==> config.mk <==
export PLATFORM = sky130hd
export DESIGN_NAME = mc_ctrl_fsm
export DESIGN_NICKNAME = d
export VERILOG_FILES = /design/src/rtl/mc_ctrl_fsm.sv
export SDC_FILE = /design/constraint.sdc
export NUM_CORES = 1
export LEC_CHECK = 0
export CORE_MARGIN = 3
export CORE_UTILIZATION = 40
export CTS_CLUSTER_DIAMETER = 40
export CTS_CLUSTER_SIZE = 12
export DETAILED_ROUTE_END_ITERATION = 8
export GPL_ROUTABILITY_DRIVEN = 0
export PLACE_DENSITY = 0.8
export SLEW_MARGIN = 20
export SYNTH_ARGS = -nofsm -noshare
export SYNTH_HDL_FRONTEND = slang
export SYNTH_SLANG_ARGS = --single-unit
==> constraint.sdc <==
create_clock -name clk -period 1.6 [get_ports clk]
set_input_delay 0.32 -clock clk [delete_from_list [all_inputs] [get_ports clk]]
set_output_delay 0.32 -clock clk [all_outputs]
set_load 0.005 [all_outputs]
==> src/rtl/mc_ctrl_fsm.sv <==
// Main control FSM of the multicycle MIPS CPU: sequences IF/ID/EX/MEM/WB,
// drives every datapath enable/select and the branch-condition code.
module mc_ctrl_fsm (
   input  logic       clk,
   input  logic       rst,
   input  logic [5:0] Op,
   input  logic [5:0] Funct,
   input  logic       MemReady,
   output logic       PCWrite,
   output logic [3:0] PCWriteCond,
   output logic       IorD,
   output logic       MemRead,
   output logic       MemWrite,
   output logic       IRWrite,
   output logic       RegWrite,
   output logic [1:0] RegDst,
   output logic [1:0] MemtoReg,
   output logic       ALUSrcA,
   output logic [1:0] ALUSrcB,
   output logic [2:0] ALUOp,
   output logic       ExtOp,
   output logic [1:0] PCSource,
   output logic       IllegalOp,
   output logic [3:0] State
);

   typedef enum logic [3:0] {
      S_IF     = 4'd0,
      S_ID     = 4'd1,
      S_MEMADR = 4'd2,
      S_MEMRD  = 4'd3,
      S_MEMWB  = 4'd4,
      S_MEMWR  = 4'd5,
      S_RTEX   = 4'd6,
      S_RTWB   = 4'd7,
      S_BR     = 4'd8,
      S_IEX    = 4'd9,
      S_IWB    = 4'd10,
      S_JMP    = 4'd11,
      S_JAL    = 4'd12,
      S_JR     = 4'd13
   } state_t;

   localparam logic [5:0] OP_RTYPE  = 6'b000000;
   localparam logic [5:0] OP_REGIMM = 6'b000001;
   localparam logic [5:0] OP_J      = 6'b000010;
   localparam logic [5:0] OP_JAL    = 6'b000011;
   localparam logic [5:0] OP_BEQ    = 6'b000100;
   localparam logic [5:0] OP_BNE    = 6'b000101;
   localparam logic [5:0] OP_BLEZ   = 6'b000110;
   localparam logic [5:0] OP_BGTZ   = 6'b000111;
   localparam logic [5:0] OP_ADDI   = 6'b001000;
   localparam logic [5:0] OP_ADDIU  = 6'b001001;
   localparam logic [5:0] OP_SLTI   = 6'b001010;
   localparam logic [5:0] OP_ANDI   = 6'b001100;
   localparam logic [5:0] OP_ORI    = 6'b001101;
   localparam logic [5:0] OP_LUI    = 6'b001111;
   localparam logic [5:0] OP_LW     = 6'b100011;
   localparam logic [5:0] OP_SW     = 6'b101011;
   localparam logic [5:0] FN_JR     = 6'b001000;

   state_t r_state;
   state_t w_next;

   always_ff @(posedge clk) begin
      if (rst) r_state <= S_IF;
      else     r_state <= w_next;
   end

   always_comb begin
      w_next      = r_state;
      PCWrite     = 1'b0;
      PCWriteCond = 4'd0;
      IorD        = 1'b0;
      MemRead     = 1'b0;
      MemWrite    = 1'b0;
      IRWrite     = 1'b0;
      RegWrite    = 1'b0;
      RegDst      = 2'b00;
      MemtoReg    = 2'b00;
      ALUSrcA     = 1'b0;
      ALUSrcB     = 2'b00;
      ALUOp       = 3'b000;
      ExtOp       = 1'b0;
      PCSource    = 2'b00;
      IllegalOp   = 1'b0;
      State       = r_state;

      case (r_state)
         S_IF: begin
            MemRead = 1'b1;
            ALUSrcB = 2'b01;
            IRWrite = MemReady;
            PCWrite = MemReady;
            if (MemReady) w_next = S_ID;
         end
         S_ID: begin
            // Speculatively compute the branch target into ALUOut
            ALUSrcB = 2'b11;
            ExtOp   = 1'b1;
            w_next  = S_IF;
            case (Op)
               OP_RTYPE:  w_next = (Funct == FN_JR) ? S_JR : S_RTEX;
               OP_LW, OP_SW: w_next = S_MEMADR;
               OP_BEQ, OP_BNE, OP_BLEZ, OP_BGTZ, OP_REGIMM: w_next = S_BR;
               OP_ADDI, OP_ADDIU, OP_SLTI, OP_ANDI, OP_ORI, OP_LUI: w_next = S_IEX;
               OP_J:      w_next = S_JMP;
               OP_JAL:    w_next = S_JAL;
               default:   IllegalOp = 1'b1;
            endcase
         end
         S_MEMADR: begin
            ALUSrcA = 1'b1;
            ALUSrcB = 2'b10;
            ExtOp   = 1'b1;
            w_next  = (Op == OP_SW) ? S_MEMWR : S_MEMRD;
         end
         S_MEMRD: begin
            MemRead = 1'b1;
            IorD    = 1'b1;
            if (MemReady) w_next = S_MEMWB;
         end
         S_MEMWB: begin
            RegWrite = 1'b1;
            MemtoReg = 2'b01;
            w_next   = S_IF;
         end
         S_MEMWR: begin
            MemWrite = 1'b1;
            IorD     = 1'b1;
            if (MemReady) w_next = S_IF;
         end
         S_RTEX: begin
            ALUSrcA = 1'b1;
            ALUOp   = 3'b010;
            w_next  = S_RTWB;
         end
         S_RTWB: begin
            RegWrite = 1'b1;
            RegDst   = 2'b01;
            w_next   = S_IF;
         end
         S_BR: begin
            ALUSrcA  = 1'b1;
            ALUOp    = 3'b001;
            PCSource = 2'b01;
            w_next   = S_IF;
            case (Op)
               OP_BEQ:    PCWriteCond = 4'd1;
               OP_REGIMM: PCWriteCond = 4'd2;
               OP_BGTZ:   PCWriteCond = 4'd3;
               OP_BLEZ:   PCWriteCond = 4'd4;
               OP_BNE:    PCWriteCond = 4'd5;
               default:   PCWriteCond = 4'd0;
            endcase
         end
         S_IEX: begin
            ALUSrcA = 1'b1;
            ALUSrcB = 2'b10;
            w_next  = S_IWB;
            case (Op)
               OP_SLTI: begin ALUOp = 3'b101; ExtOp = 1'b1; end
               OP_ANDI: begin ALUOp = 3'b011; ExtOp = 1'b0; end
               OP_ORI:  begin ALUOp = 3'b100; ExtOp = 1'b0; end
               OP_LUI:  begin ALUOp = 3'b110; ExtOp = 1'b0; end
               default: begin ALUOp = 3'b000; ExtOp = 1'b1; end
            endcase
         end
         S_IWB: begin
            RegWrite = 1'b1;
            w_next   = S_IF;
         end
         S_JMP: begin
            PCWrite  = 1'b1;
            PCSource = 2'b10;
            w_next   = S_IF;
         end
         S_JAL: begin
            // PC already holds PC+4, which becomes the link value
            PCWrite  = 1'b1;
            PCSource = 2'b10;
            RegWrite = 1'b1;
            RegDst   = 2'b10;
            MemtoReg = 2'b10;
            w_next   = S_IF;
         end
         S_JR: begin
            PCWrite  = 1'b1;
            PCSource = 2'b11;
            w_next   = S_IF;
         end
         default: w_next = S_IF;
      endcase

      // Reset abandons the instruction: no enable may leak out this cycle
      if (rst) begin
         PCWrite     = 1'b0;
         PCWriteCond = 4'd0;
         IorD        = 1'b0;
         MemRead     = 1'b0;
         MemWrite    = 1'b0;
         IRWrite     = 1'b0;
         RegWrite    = 1'b0;
         RegDst      = 2'b00;
         MemtoReg    = 2'b00;
         ALUSrcA     = 1'b0;
         ALUSrcB     = 2'b00;
         ALUOp       = 3'b000;
         ExtOp       = 1'b0;
         PCSource    = 2'b00;
         IllegalOp   = 1'b0;
         State       = 4'd0;
      end
   end

endmodule

==> results of run 1 <==
## metrics by stage
step | setup TNS, ns | worst slack (ns) | area (µm²) | hold slack, ns
floorplan | 0 | 0.0186 | 860 | 0.539
global placement | -16.65 | -0.848 | 1620 | 0.635
detailed placement | -17.86 | -0.909 | 1620 | 0.654
## Yosys cell counts, drive strengths merged, types with 2 or more instances
| cell type | instances |
|---|---|
| o21ai | 5 |
| dfxtp | 4 |
| o32ai | 3 |
| o22a | 2 |
| or2 | 2 |
| and3 | 5 |
| nand2 | 18 |
| nand2b | 7 |
| xnor2 | 3 |
| nor2 | 20 |
| nor2b | 10 |
| nand4 | 3 |
| nor4 | 7 |
| a21oi | 8 |
| nor3 | 3 |
| nand3 | 2 |
| inv | 6 |
| buf | 10 |
| o211ai | 2 |
## logic make-up after synthesis
logic type / count (synthesis) / share of synthesized area
simple gates: 82 / 0.524
other cells: 1 / 0.00436
compound gates: 28 / 0.240
buf+inv: 17 / 0.108
flops: 4 / 0.0932
xor+xnor: 3 / 0.0306
==> results.py, run 1 <==
metrics = {
    "floorplan": {
        "rows": 16,
        "die_h_um": 52.4,
        "initial_core_util": 0.429,
        "die_x_um": 52.4,
        "ioPinCount": 43,
    },
    "logic_synthesis": {
        "syn_inst": 135,
        "yosys-top-cells-area": "dfxtp_1 (9.3%), nor2_1 (8.7%), nand2_1 (7.9%)",
        "synthArstFlopShare": 0,
        "synth_largest_area_cell": "dfxtp_1",
        "seq_area_frac_synth": 0.0932,
        "syn_area_per_cell_um2": 6.37,
        "synth_top_cell_area_share": 0.0932,
        "synth_ff_type": "dfxtp_1",
        "syn-cell-area_um2": 860,
        "synth_fp_nets": 150,
        "synth.distinct_cells": 43,
        "synth_edf_count": 0,
        "synth.ff_latch_count": 4,
        "yosysWarningCount": 0,
    },
    "clocking": {
        "cts.sinks": 4,
        "ctsLongestPathBuffers": 2,
        "clockRootBuffer": "clkbuf_4",
        "cts_resized": 170,
        "postCtsSetupRepairBufs": 23,
        "cts.htree.levels": 1,
        "holdBufCountCts": 0,
        "cts-buffers-inserted": 3,
    },
    "placed_design": {
        "io_buffers": 41,
        "dpl.cell_count": 243,
        "dp_hpwl_um": 2780,
    },
    "run_status": {
        "stop_stage": "clock tree synthesis",
        "error": "[ERROR DPL-0033] detailed placement checks failed during check placement.",
        "outcome": "aborted with a tool error",
    },
}
==> run 2: changes to the inputs <==
==> config.mk (replaced) <==
export PLATFORM = sky130hd
export DESIGN_NAME = mc_ctrl_fsm
export DESIGN_NICKNAME = d
export VERILOG_FILES = /design/src/rtl/mc_ctrl_fsm.sv
export SDC_FILE = /design/constraint.sdc
export NUM_CORES = 1
export LEC_CHECK = 0
export CORE_AREA = 3 3 64 66
export DETAILED_ROUTE_END_ITERATION = 8
export DIE_AREA = 0 0 67 69
export GPL_ROUTABILITY_DRIVEN = 0
export PLACE_DENSITY_LB_ADDON = 0.15
export SLEW_MARGIN = 20
export SYNTH_ARGS = -nofsm -noshare
export SYNTH_HDL_FRONTEND = slang
export SYNTH_SLANG_ARGS = --single-unit
==> run 2 against run 1 <==
Compared with the run above:
- synthesized cell count unchanged
- the flow now finishes, with violations (negative setup slack)
- synthesized area unchanged
==> results.py, run 2 <==
metrics = {
    "run_status": {
        "outcome": "finished, violations left",
        "violations": "negative setup slack",
    },
    "layout": {
        "largest_registers": "r_state x4",
        "largest_register": "r_state",
        "layout-drive-gt1-share": 0.734,
        "syn2layout_area_growth_pct": 169,
        "final_cells": 300,
        "final_common_cell": "buf_4",
        "fin_nets": 269,
        "final_util": 0.637,
        "diodes": 0,
        "layout_common_cells": "buf_4 (52), buf_6 (37), buf_2 (21), nand2_1 (13), nor2_1 (11)",
        "largest_reg_flops": 4,
        "fin_area_mm2": 0.00231,
    },
    "clocking": {
        "cts-buffers-inserted": 3,
        "path_clk_slew_ns": 0.03,
        "cts.htree.levels": 1,
        "cts.sinks": 4,
        "clkLatencyLatePin_ns": 0.21,
        "clockRootBuffer": "clkbuf_8",
        "holdBufCountCts": 0,
        "cts_tree": "yes",
        "ctsLongestPathBuffers": 2,
    },
    "logic_synthesis": {
        "seq_area_frac_synth": 0.0932,
        "yosysWarningCount": 0,
        "synth_largest_area_cell": "dfxtp_1",
        "synth-simple-area-share": 0.524,
        "syn_area_per_cell_um2": 6.37,
        "synth_most_common_cell": "nor2_1",
        "synthMuxAreaShare": 0,
        "synth_edf_count": 0,
        "yosys-top-cells-area": "dfxtp_1 (9.3%), nor2_1 (8.7%), nand2_1 (7.9%)",
        "syn_inst": 135,
        "synth.distinct_cells": 43,
        "synth_top_cell_area_share": 0.0932,
        "synth_fp_nets": 150,
        "synth_xor_area_frac": 0.0306,
        "synthArstFlopShare": 0,
        "synth_top_family_by_area": "simple AND/OR/NAND/NOR gates",
        "synth_compound_area_frac": 0.240,
        "syn-cell-area_um2": 860,
        "synth.ff_latch_count": 4,
        "yosys.area_share.adder": 0,
        "yosys-top-cells-count": "nor2_1 (20), nand2_1 (18), nor2b_1 (10)",
        "synth_ff_type": "dfxtp_1",
    },
    "sta": {
        "grt_setup_unrepaired": "yes",
        "fmax_mhz": 570,
        "worst_slack_ns": -0.154,
        "finalHoldViolCount": 0,
        "skew_ns": 0.00143,
        "slew_violations": 0,
        "fin_crit_sh": 1.10,
        "setup_violations": 17,
        "whs_ns": 0.482,
        "fin_crit_ns": 1.75,
    },
    "worst_setup_path": {
        "worstReg2RegStart": "r_state[3]",
        "end_kind": "output port",
        "slowest_stage": "dfxtp_4",
        "path_cells": "or2_4 -> nor2_4 -> buf_4 -> and3_4 -> or2_1 -> buf_2",
        "cp.arrival_ns": 1.43,
        "critical_path_class": "flip-flop to output port",
        "required_ns": 1.28,
        "crit_path_start": "r_state[2]",
        "start_kind": "flip-flop",
        "cp_max_fo": 4,
        "critical_path.max_stage_delay_ns": 0.35,
    },
    "placed_design": {
        "io_buffers": 41,
        "dp_hpwl_um": 2750,
        "dp_slack_ns": -0.912,
        "postPlaceCellArea_mm2": 0.00164,
        "dpl.cell_count": 263,
    },
    "routing": {
        "route.met2.wl_um": 2510,
        "dr_wl_met3_um": 267,
        "drtIter0Drc": 69,
        "drcViolationCount": 0,
        "drt-met1-wl_um": 1800,
        "ant_nets": 0,
        "route.vias.total": 1468,
        "drt_first_pass_iters": 4,
        "top_layer": "met4",
        "via_per_inst": 4.89,
        "routedWlPerCell_um": 15.5,
        "wirelength_um": 4650,
    },
    "floorplan": {
        "die_h_um": 69,
        "ioPinCount": 43,
        "die_x_um": 67,
        "fp.coreArea_mm2": 0.00363,
        "dieArea_mm2": 0.00462,
        "rows": 22,
        "initial_core_util": 0.237,
    },
    "global_route": {
        "grt_max_degree": 9,
        "antenna_found_initial": 0,
        "grt_usage": 0.182,
        "grt_first_pass_wirelength_um": 6760,
        "grt_overflow_total": 0,
        "grt_pass1_vias": 1461,
    },
    "power_and_ir_drop": {
        "leakagePower_uw": 0.00111,
        "p_per_area_mw_per_mm2": 296,
        "vdd_drop_max_v": 0.000341,
    },
    "min_path": {
        "hp-start": "rst",
        "min_path_type": "input port to flip-flop",
    },
    "run": {
        "max_cap_viol_count": 0,
    },
}
## run 2: cell counts after synthesis
No cell type changed its count.
## run 2: cell families (layout without fill, tap and decap cells)
| kind of cell | Yosys count | after routing |
|---|---|---|
| AO/OA/AOI/OAI | 28 | 28 |
| XOR/XNOR | 3 | 3 |
| buffers and inverters | 17 | 134 |
| flip-flops | 4 | 4 |
| other | 1 | 1 |
| AND/OR/NAND/NOR | 82 | 82 |
## run 2: final cells by class
type / count / area (µm²)
inverters: 6 / 35.0
flip-flops and latches: 4 / 92.6
fillers: 302 / 1320
repair buffers: 125 / 1040
clock buffers: 3 / 41.3
well taps: 48 / 60.1
multi-input cells: 114 / 1050
## run 2: timing repair
| action | CTS | global route |
|---|---|---|
| pin swaps | 28 | 27 |
| setup buffers | 25 | 10 |
| gates cloned | 2 | 0 |
| endpoints found under the setup margin | 31 | 29 |
| gates resized for setup | 202 | 55 |
## run 2: stage by stage
| step | total power (µW) | TNS, ns |
|---|---|---|
| global route | 722 | -2.37 |
| global placement | 368 | -17.61 |
| floorplan | 219 | 0 |
| detailed placement | 370 | -17.91 |
| CTS | 650 | -1.29 |
| finish | 684 | -1.14 |
## run 2: final timing paths
path | end | slack [ns] | depth (start not counted)
hold / removal | r_state[3] | 0.48 | 4
hold reg to reg | r_state[3] | 0.62 | 4
setup reg to reg | r_state[2] | -0.02 | 8
setup / recovery | PCWrite | -0.15 | 6
## run 2: layer usage
layer,track usage,vias up
met5,0,-
met4,0.0428,0
met3,0.0293,10
met2,0.317,54
met1,0.229,692
li1,-,712
## run 2: worst max-delay path, delay by kind of cell, from the launching register on
family / cells / cell delay (ns)
buffers and inverters: 2 / 0.23
and+or+nand+nor: 4 / 0.64
DFF: 1 / 0.35
## run 2: power by group
| group | internal, µW | total, µW | leakage (µW) | switching [µW] |
|---|---|---|---|---|
| Clock | 160 | 206 | 0.0000216 | 46.4 |
| Combinational | 200 | 374 | 0.00105 | 174 |
| Sequential | 99.8 | 104 | 0.0000352 | 4.39 |
| Total | 460 | 684 | 0.00111 | 225 |
(Power assumes the default switching activity.)
